[src/rtl/encoder42_hs.sv]
// Sequential 4-to-2 priority encoder with input debounce and a valid/ready result port.
// A request pattern must be stable for STABLE_CYCLES samples before it is captured; after
// the result is accepted, all lines must return low before the next capture can start.
module encoder42_hs #(
    parameter int unsigned STABLE_CYCLES = 3,
    parameter int unsigned CNT_W         = 4
) (
    input  logic clk,
    input  logic rst_n,
    input  logic y0,
    input  logic y1,
    input  logic y2,
    input  logic y3,
    input  logic ready,
    output logic a,
    output logic b,
    output logic valid,
    output logic multi,
    output logic busy
);

    localparam logic [1:0] StIdle    = 2'd0;
    localparam logic [1:0] StStable  = 2'd1;
    localparam logic [1:0] StValid   = 2'd2;
    localparam logic [1:0] StRelease = 2'd3;

    localparam logic [CNT_W-1:0] StableCnt = CNT_W'(STABLE_CYCLES);
    localparam logic [CNT_W-1:0] CntOne    = CNT_W'(1);

    logic [3:0]       req;
    logic [1:0]       state_q, state_d;
    logic [3:0]       snap_q, snap_d;
    logic [CNT_W-1:0] cnt_q, cnt_d;
    logic             a_q, a_d;
    logic             b_q, b_d;
    logic             multi_q, multi_d;
    logic             valid_q, valid_d;
    logic             busy_q, busy_d;
    logic             load;
    logic [3:0]       load_pat;
    logic [CNT_W-1:0] cnt_inc;

    assign req     = {y3, y2, y1, y0};
    assign cnt_inc = cnt_q + CntOne;

    // Next-state logic for the debounce / handshake FSM.
    always_comb begin
        state_d  = state_q;
        snap_d   = snap_q;
        cnt_d    = cnt_q;
        load     = 1'b0;
        load_pat = snap_q;
        unique case (state_q)
            StIdle: begin
                if (req != 4'b0000) begin
                    snap_d = req;
                    cnt_d  = CntOne;
                    if (STABLE_CYCLES == 1) begin
                        state_d  = StValid;
                        load     = 1'b1;
                        load_pat = req;
                    end else begin
                        state_d = StStable;
                    end
                end
            end
            StStable: begin
                if (req == 4'b0000) begin
                    // Glitch: drop back without producing a result.
                    state_d = StIdle;
                    cnt_d   = '0;
                    snap_d  = 4'b0000;
                end else if (req == snap_q) begin
                    cnt_d = cnt_inc;
                    if (cnt_inc == StableCnt) begin
                        state_d  = StValid;
                        load     = 1'b1;
                        load_pat = snap_q;
                    end
                end else begin
                    snap_d = req;
                    cnt_d  = CntOne;
                end
            end
            StValid: begin
                if (ready) begin
                    state_d = StRelease;
                    cnt_d   = '0;
                end
            end
            StRelease: begin
                if (req == 4'b0000) begin
                    state_d = StIdle;
                    snap_d  = 4'b0000;
                end
            end
            default: begin
                state_d = StIdle;
                cnt_d   = '0;
                snap_d  = 4'b0000;
            end
        endcase
    end

    // Result encoding; outputs only change when a new capture enters VALID.
    always_comb begin
        a_d     = a_q;
        b_d     = b_q;
        multi_d = multi_q;
        if (load) begin
            a_d     = load_pat[3] | load_pat[2];
            b_d     = load_pat[3] | (~load_pat[2] & load_pat[1]);
            multi_d = ({2'b00, load_pat[0]} + {2'b00, load_pat[1]} +
                       {2'b00, load_pat[2]} + {2'b00, load_pat[3]}) >= 3'd2;
        end
        valid_d = (state_d == StValid);
        busy_d  = (state_d != StIdle);
    end

    // State and output registers with asynchronous reset.
    always_ff @(posedge clk or negedge rst_n) begin
        if (!rst_n) begin
            state_q <= StIdle;
            snap_q  <= 4'b0000;
            cnt_q   <= '0;
            a_q     <= 1'b0;
            b_q     <= 1'b0;
            multi_q <= 1'b0;
            valid_q <= 1'b0;
            busy_q  <= 1'b0;
        end else begin
            state_q <= state_d;
            snap_q  <= snap_d;
            cnt_q   <= cnt_d;
            a_q     <= a_d;
            b_q     <= b_d;
            multi_q <= multi_d;
            valid_q <= valid_d;
            busy_q  <= busy_d;
        end
    end

    assign a     = a_q;
    assign b     = b_q;
    assign multi = multi_q;
    assign valid = valid_q;
    assign busy  = busy_q;

endmodule
[config.mk]
export PLATFORM = sky130hd
export DESIGN_NAME = encoder42_hs
export DESIGN_NICKNAME = d
export VERILOG_FILES = /design/src/rtl/encoder42_hs.sv
export SDC_FILE = /design/constraint.sdc
export NUM_CORES = 1
export LEC_CHECK = 0
export ABC_AREA = 1
export CELL_PAD_IN_SITES_DETAIL_PLACEMENT = 0
export CELL_PAD_IN_SITES_GLOBAL_PLACEMENT = 1
export CORE_UTILIZATION = 40
export DETAILED_ROUTE_END_ITERATION = 6
export HOLD_SLACK_MARGIN = 0.1
export PLACE_DENSITY = 0.9
export SETUP_SLACK_MARGIN = 0.2
export SLEW_MARGIN = 15
export SYNTH_ARGS = -nofsm -noshare
export SYNTH_HDL_FRONTEND = slang
export SYNTH_SLANG_ARGS = --single-unit
export TNS_END_PERCENT = 1
[constraint.sdc]
create_clock -name clk -period 1.55 [get_ports clk]
set_input_delay 0.31 -clock clk [delete_from_list [all_inputs] [get_ports clk]]
set_output_delay 0.31 -clock clk [all_outputs]
set_load 0.005 [all_outputs]
* After elaboration in Yosys (flattened, before gate mapping)
Cells that the tools add are included.
** Operators by class
- Eq/ne operators :: 10
- $add $sub $neg :: 4
- Muxes and demuxes :: 21
- Order comparisons :: 1
- Reductions and logical operators :: 8
- Bitwise gates (word level) :: 4
** Operators with widths (count)
- two-way mux 4 bit :: 8
- case mux 4 bit (3 select lines) :: 2
- two-way mux 2 bit :: 6
- case mux 2 bit (4 select lines) :: 1
- equality test 2 bit, second input constant :: 3
- inequality test 2 bit, second input constant :: 3
- nonzero test 3 bit :: 2
- adder 4 x 1 -> 4 bit, second input constant :: 1
- equality test 4 x 2 -> 1 bit, second input constant :: 1
- equality test 4 bit :: 1
- logical NOT 4 bit :: 1
- two-way mux 1 bit :: 4
- AND reduction 4 bit :: 1
- nonzero test 4 bit :: 1
- adder 2 x 1 -> 3 bit :: 1
- adder 3 x 1 -> 3 bit :: 1
- greater-or-equal comparator 3 x 2 -> 1 bit, second input constant :: 1
- inequality test 3 bit, second input constant :: 1
- AND reduction 3 bit :: 1
- adder 1 x 1 -> 2 bit :: 1
- equality test 2 x 1 -> 1 bit, second input constant :: 1
- logical NOT 2 bit :: 1
- bitwise OR 1 bit :: 2
- nonzero test 2 bit :: 1
- other kinds (2) :: 2
** Storage, ports and cells
- Word-level logic and storage cells :: 56
- Bits in registers :: 15
- Bits of input ports :: 7

* Logic depth before layout (Yosys ltp)
- Depth in word-level cells :: 7
- Mapped depth :: 12
- Mapped depth without buffers :: 12

* Least setup slack after synthesis
OpenSTA, ideal clock, no wires.
- Path kind :: flip-flop to flip-flop
- Start point :: register cnt_q[0]
- End point :: register busy_q, in the netlist busy
- Cell stages (with the launch flop) :: 12
- Required time :: 1.432 ns
- Setup time :: 0.118 ns
- Period minus slack after synthesis :: 1.366 ns
- Buffers on the path :: 0
- Arrival :: 1.248 ns
- Setup slack :: 0.184 ns
- Cell sequence :: dfrtp_1 > ha_1 > nand2_1 > nand3_2 > nor2_4 > nand2_1 > nand2_1 > nand2_1 > nand2_1 > nand2_1 > nand2_1 > nand2_1
** On the way
- Longest elaborated chain between the ends :: 7
** Ends and longest elaborated chain
- from (decl) :: line 33 : logic [CNT_W-1:0] cnt_q, cnt_d;
- from (signal assigned) :: line 134 : cnt_q <= cnt_d;
- adder 4 x 1 -> 4 bit :: line 44 : assign cnt_inc = cnt_q + CntOne;
- equality test 4 x 2 -> 1 bit :: line 75 : if (cnt_inc == StableCnt) begin
- two-way mux 2 bit :: line 75
- two-way mux 2 bit :: line 73 : end else if (req == snap_q) begin
- two-way mux 2 bit :: line 68 : if (req == 4'b0000) begin
- case mux 2 bit (4 select lines) :: line 53 : unique case (state_q)
- nonzero test 2 bit :: line 117 : busy_d = (state_d != StIdle);
- net busy_d :: line 38 : logic busy_q, busy_d;
- to (signal assigned) :: line 139 : busy_q <= busy_d;
- to (decl) :: line 38
The timed path passes the listed nets, and every way through them passes these cells.
A chain may end at the register's enable or synchronous reset.

* Final worst setup path
Same ends and word-level chain as after synthesis.

==> impl_summary.log <==
INFO  metric track_usage = 18.1%
INFO  metric buffer_ports.inserted = 11
INFO  metric warnings_from_yosys = 0
INFO  metric setup_violations = 0
INFO  metric final_nets = 161
INFO  metric postSynthCellCount = 123
INFO  metric dieArea = roughly 2600 µm²
INFO  metric cpMostUsedCell = nand2_1
INFO  metric cts_sinks = 15
INFO  metric die_width = 51.4 µm
INFO  metric gp_congestion = 0.869
INFO  metric cts_buffers = 3
INFO  metric fmax = 0.664 GHz
INFO  metric grt_pass1_wl = 3.41 mm
INFO  metric dp_hpwl = 1.49 mm
INFO  metric final_cells = ~170
INFO  metric post-route-min-period = 1510 ps
INFO  metric dp.cells = around 170
INFO  metric tritoncts = done
INFO  metric ir_worst_vdd = 0.604 mV
INFO  metric worstMarginPinSlew = 226 ps
INFO  metric globalRoute.totalOverflow = 0
INFO  metric synth.lib_cells_used.distinct = 23
INFO  metric timing.setup.tns = 0 ps
INFO  metric drive_gt1_share = 21.5%
INFO  metric post_synth.cell_area_avg = about 8 µm²
INFO  metric ant_nets = 0
INFO  metric rsz0062_at_grt = yes
INFO  metric num_vias = 818
INFO  metric final_max_slew_viol_count = 0
INFO  metric synth.cell_area = approximately 980 µm²
INFO  metric timing_hold_violations_final = 0
INFO  metric post-place-ws = -240 ps
INFO  metric power.static_leakage = 0.702 nW
INFO  metric number_of_antenna_violations_at_the_first_check_in_global_routing = 0
INFO  metric crit_path_top_delay_cell = dfrtp_1
INFO  metric critical_path_depth = 12
INFO  metric fin_hold_ws = about 330 ps
INFO  metric synth-seq-cells = 15
INFO  metric clkLatencyLatePin = 280 ps
INFO  metric clock_tree.buffer_depth = 2
INFO  metric grt_pass1_vias = 757
INFO  metric detailedRoute.firstPassIterationCount = 4
INFO  metric timing.critical_path.arrival = 1690 ps
INFO  metric max_cap_viol_count = 0
INFO  metric setup_slack = ~45 ps
INFO  metric viasPerCell = 4.76
INFO  metric pin_count = 12
INFO  metric slowest_delay = between 400 and 500 ps
INFO  metric die_height = 51.4 µm
INFO  metric clockRootBuffer = clkbuf_4
INFO  metric status = finished clean
INFO  metric worst_ep_required_time = 1730 ps
INFO  metric critPathTopFamily = simple AND/OR/NAND/NOR gates
INFO  metric drcViolationCount = 0
INFO  metric hold_path.class = primary input to async pin
INFO  metric row_count = 17
INFO  metric startpoint_type = flop
INFO  metric startpoint_to_endpoint_class_of_the_critical_path = flop to flop
INFO  metric power_per_cell_area = roughly 960 nW/µm²
INFO  metric synth-seq-area-share = 38.4%
INFO  metric detail_route.wirelength = 2.04 mm
INFO  metric syn_nets = around 140
INFO  metric critical_path.max_fanout = 4
INFO  metric total_power = 1.18 mW
INFO  metric number_of_cell_instances_on_the_worst_register_to_register_path = 12
INFO  metric timing.critical_path.to_type = flop
INFO  metric flow.area_growth_from_synthesis = 25.5%
INFO  metric final.period_utilization = 97.1%
INFO  metric cts_hold_buffers = 0
INFO  metric num_antenna_cells = 0
INFO  metric cts_max_level = 1
INFO  metric post_detailed_route_wirelength_per_cell = 11.9 µm
INFO  metric floorplan.core_area = 2250 µm²
INFO  metric path_clk_slew = 80 ps
INFO  metric starting_utilization_of_the_core_area = 43.3%
INFO  metric final.setup_skew = between 0.3 and 0.4 ps
INFO  metric crit_chain = ha_2, inv_2, nand2_2, nand3_2, nor2_4, nand2_1, nand2_1, nand2_1, nand2_1, nand2_2, nand2_2, nand2_1
INFO  metric grt_start_max_net_pins = 16
INFO  metric cp_num_buf_inv = 1
INFO  metric maxSlewHeadroom = 84.8%
INFO  metric first_iter_violations = 10
==> metal layers <==
layer | GRT usage (%) | part of all wire (%) | vias up
met5 | 0 | 0 | -
met4 | 8.11 | 1.6 | 0
met3 | 6.25 | 4.1 | 6
met2 | 29.0 | 47 | 14
met1 | 21.7 | 47 | 371
li1 | - | - | 427
==> power by group <==
group          total, mW  switching [mW]  internal (mW)
combinational      0.460           0.273          0.187
sequential         0.497          0.0511          0.446
clock              0.223           0.123          0.100
total               1.18           0.446          0.734
==> worst register-to-register path, stage by stage (launching register included) <==
cell	delay, ps
dfrtp_1	420
ha_2	230
inv_2	40
nand2_2	70
nand3_2	90
nor2_4	130
nand2_1	60
nand2_1	50
nand2_1	50
nand2_1	70
nand2_2	60
nand2_2	80
nand2_1	50
==> what timing repair did <==
item                                    in CTS  in global routing
cloned                                       0                  0
endpoints found under the setup margin      20                 20
resized for setup                            1                 13
pin swaps                                    4                  4
setup buffers                                2                  1
==> kinds of logic after synthesis <==
family,after synthesis,share of synthesized area [%]
simple gates,55,26.9
buf+inv,23,8.83
compound gates,18,10.9
flops,15,38.4
fa+ha+maj,9,12.3
xor+xnor,3,2.69
==> final timing paths <==
path                                from   endpoint  slack [ps]
worst max-delay path            cnt_q[0]       busy          40
min in group clk                      y0  snap_q[0]         360
worst min register to register     multi      multi         490
max in group asynchronous          rst_n   cnt_q[1]        1040
worst max register to register  cnt_q[0]       busy          40
worst min-delay path               rst_n  snap_q[1]         330
==> cell usage in the layout (no fill, tap or decap), types with 2 or more instances in the layout <==
master | synthesis | routed
o21ai_0 | 4 | 4
inv_2 | 3 | 5
xnor2_1 | 3 | 3
nor2_2 | 1 | 2
ha_1 | 8 | 7
buf_4 | 0 | 6
a21oi_1 | 4 | 4
nor2_4 | 2 | 2
nand3_1 | 8 | 8
dlymetal6s2s_1 | 0 | 7
clkdlybuf4s50_1 | 0 | 4
nand2_1 | 30 | 26
clkbuf_4 | 0 | 3
nand2_2 | 3 | 7
nand3_2 | 3 | 3
dfrtp_1 | 15 | 15
o21ai_1 | 5 | 5
nor2_1 | 7 | 6
inv_1 | 19 | 17
==> flip-flops by register name, indices dropped and copies added, names as in the netlist <==
register and cells:
multi 1, state_q 2, valid 1, b 1
cnt_q 4, a 1, snap_q 4, busy 1
==> Yosys cell counts (all sizes together) <==
cell    instances  share of area, %
o22ai           1              0.64
a22oi           1              0.77
o21ai           9               4.6
clkinv          1              0.38
o211ai          1               1.3
fa              1               2.0
nand4           1              0.64
dfrtp          15                38
a31oi           1              0.64
ha              8                10
nand2          33                13
a21oi           5               2.9
nor2           10               5.6
inv            22               8.5
xnor2           3               2.7
nand3          11               7.2
==> through the flow <==
| step | utilization (%) | cell area [µm²] |
|---|---|---|
| 3_3_place_gp | 50.9 | 1150 |
| 3_5_place_dp | 50.9 | 1150 |
| 4_1_cts | 52.7 | 1190 |
| 2_1_floorplan | - | 980 |
| 5_1_grt | 54.4 | 1230 |
| 6_report | 54.4 | 1230 |
==> cell type report <==
type	count	area, µm²
multi-input cells	85	531
repair buffers	17	173
clock buffers	4	26.3
flip-flops and latches	15	375
inverters	23	86.3
fillers	219	1030
well taps	28	35.0
No activity file was read; power rests on OpenSTA's default activity.
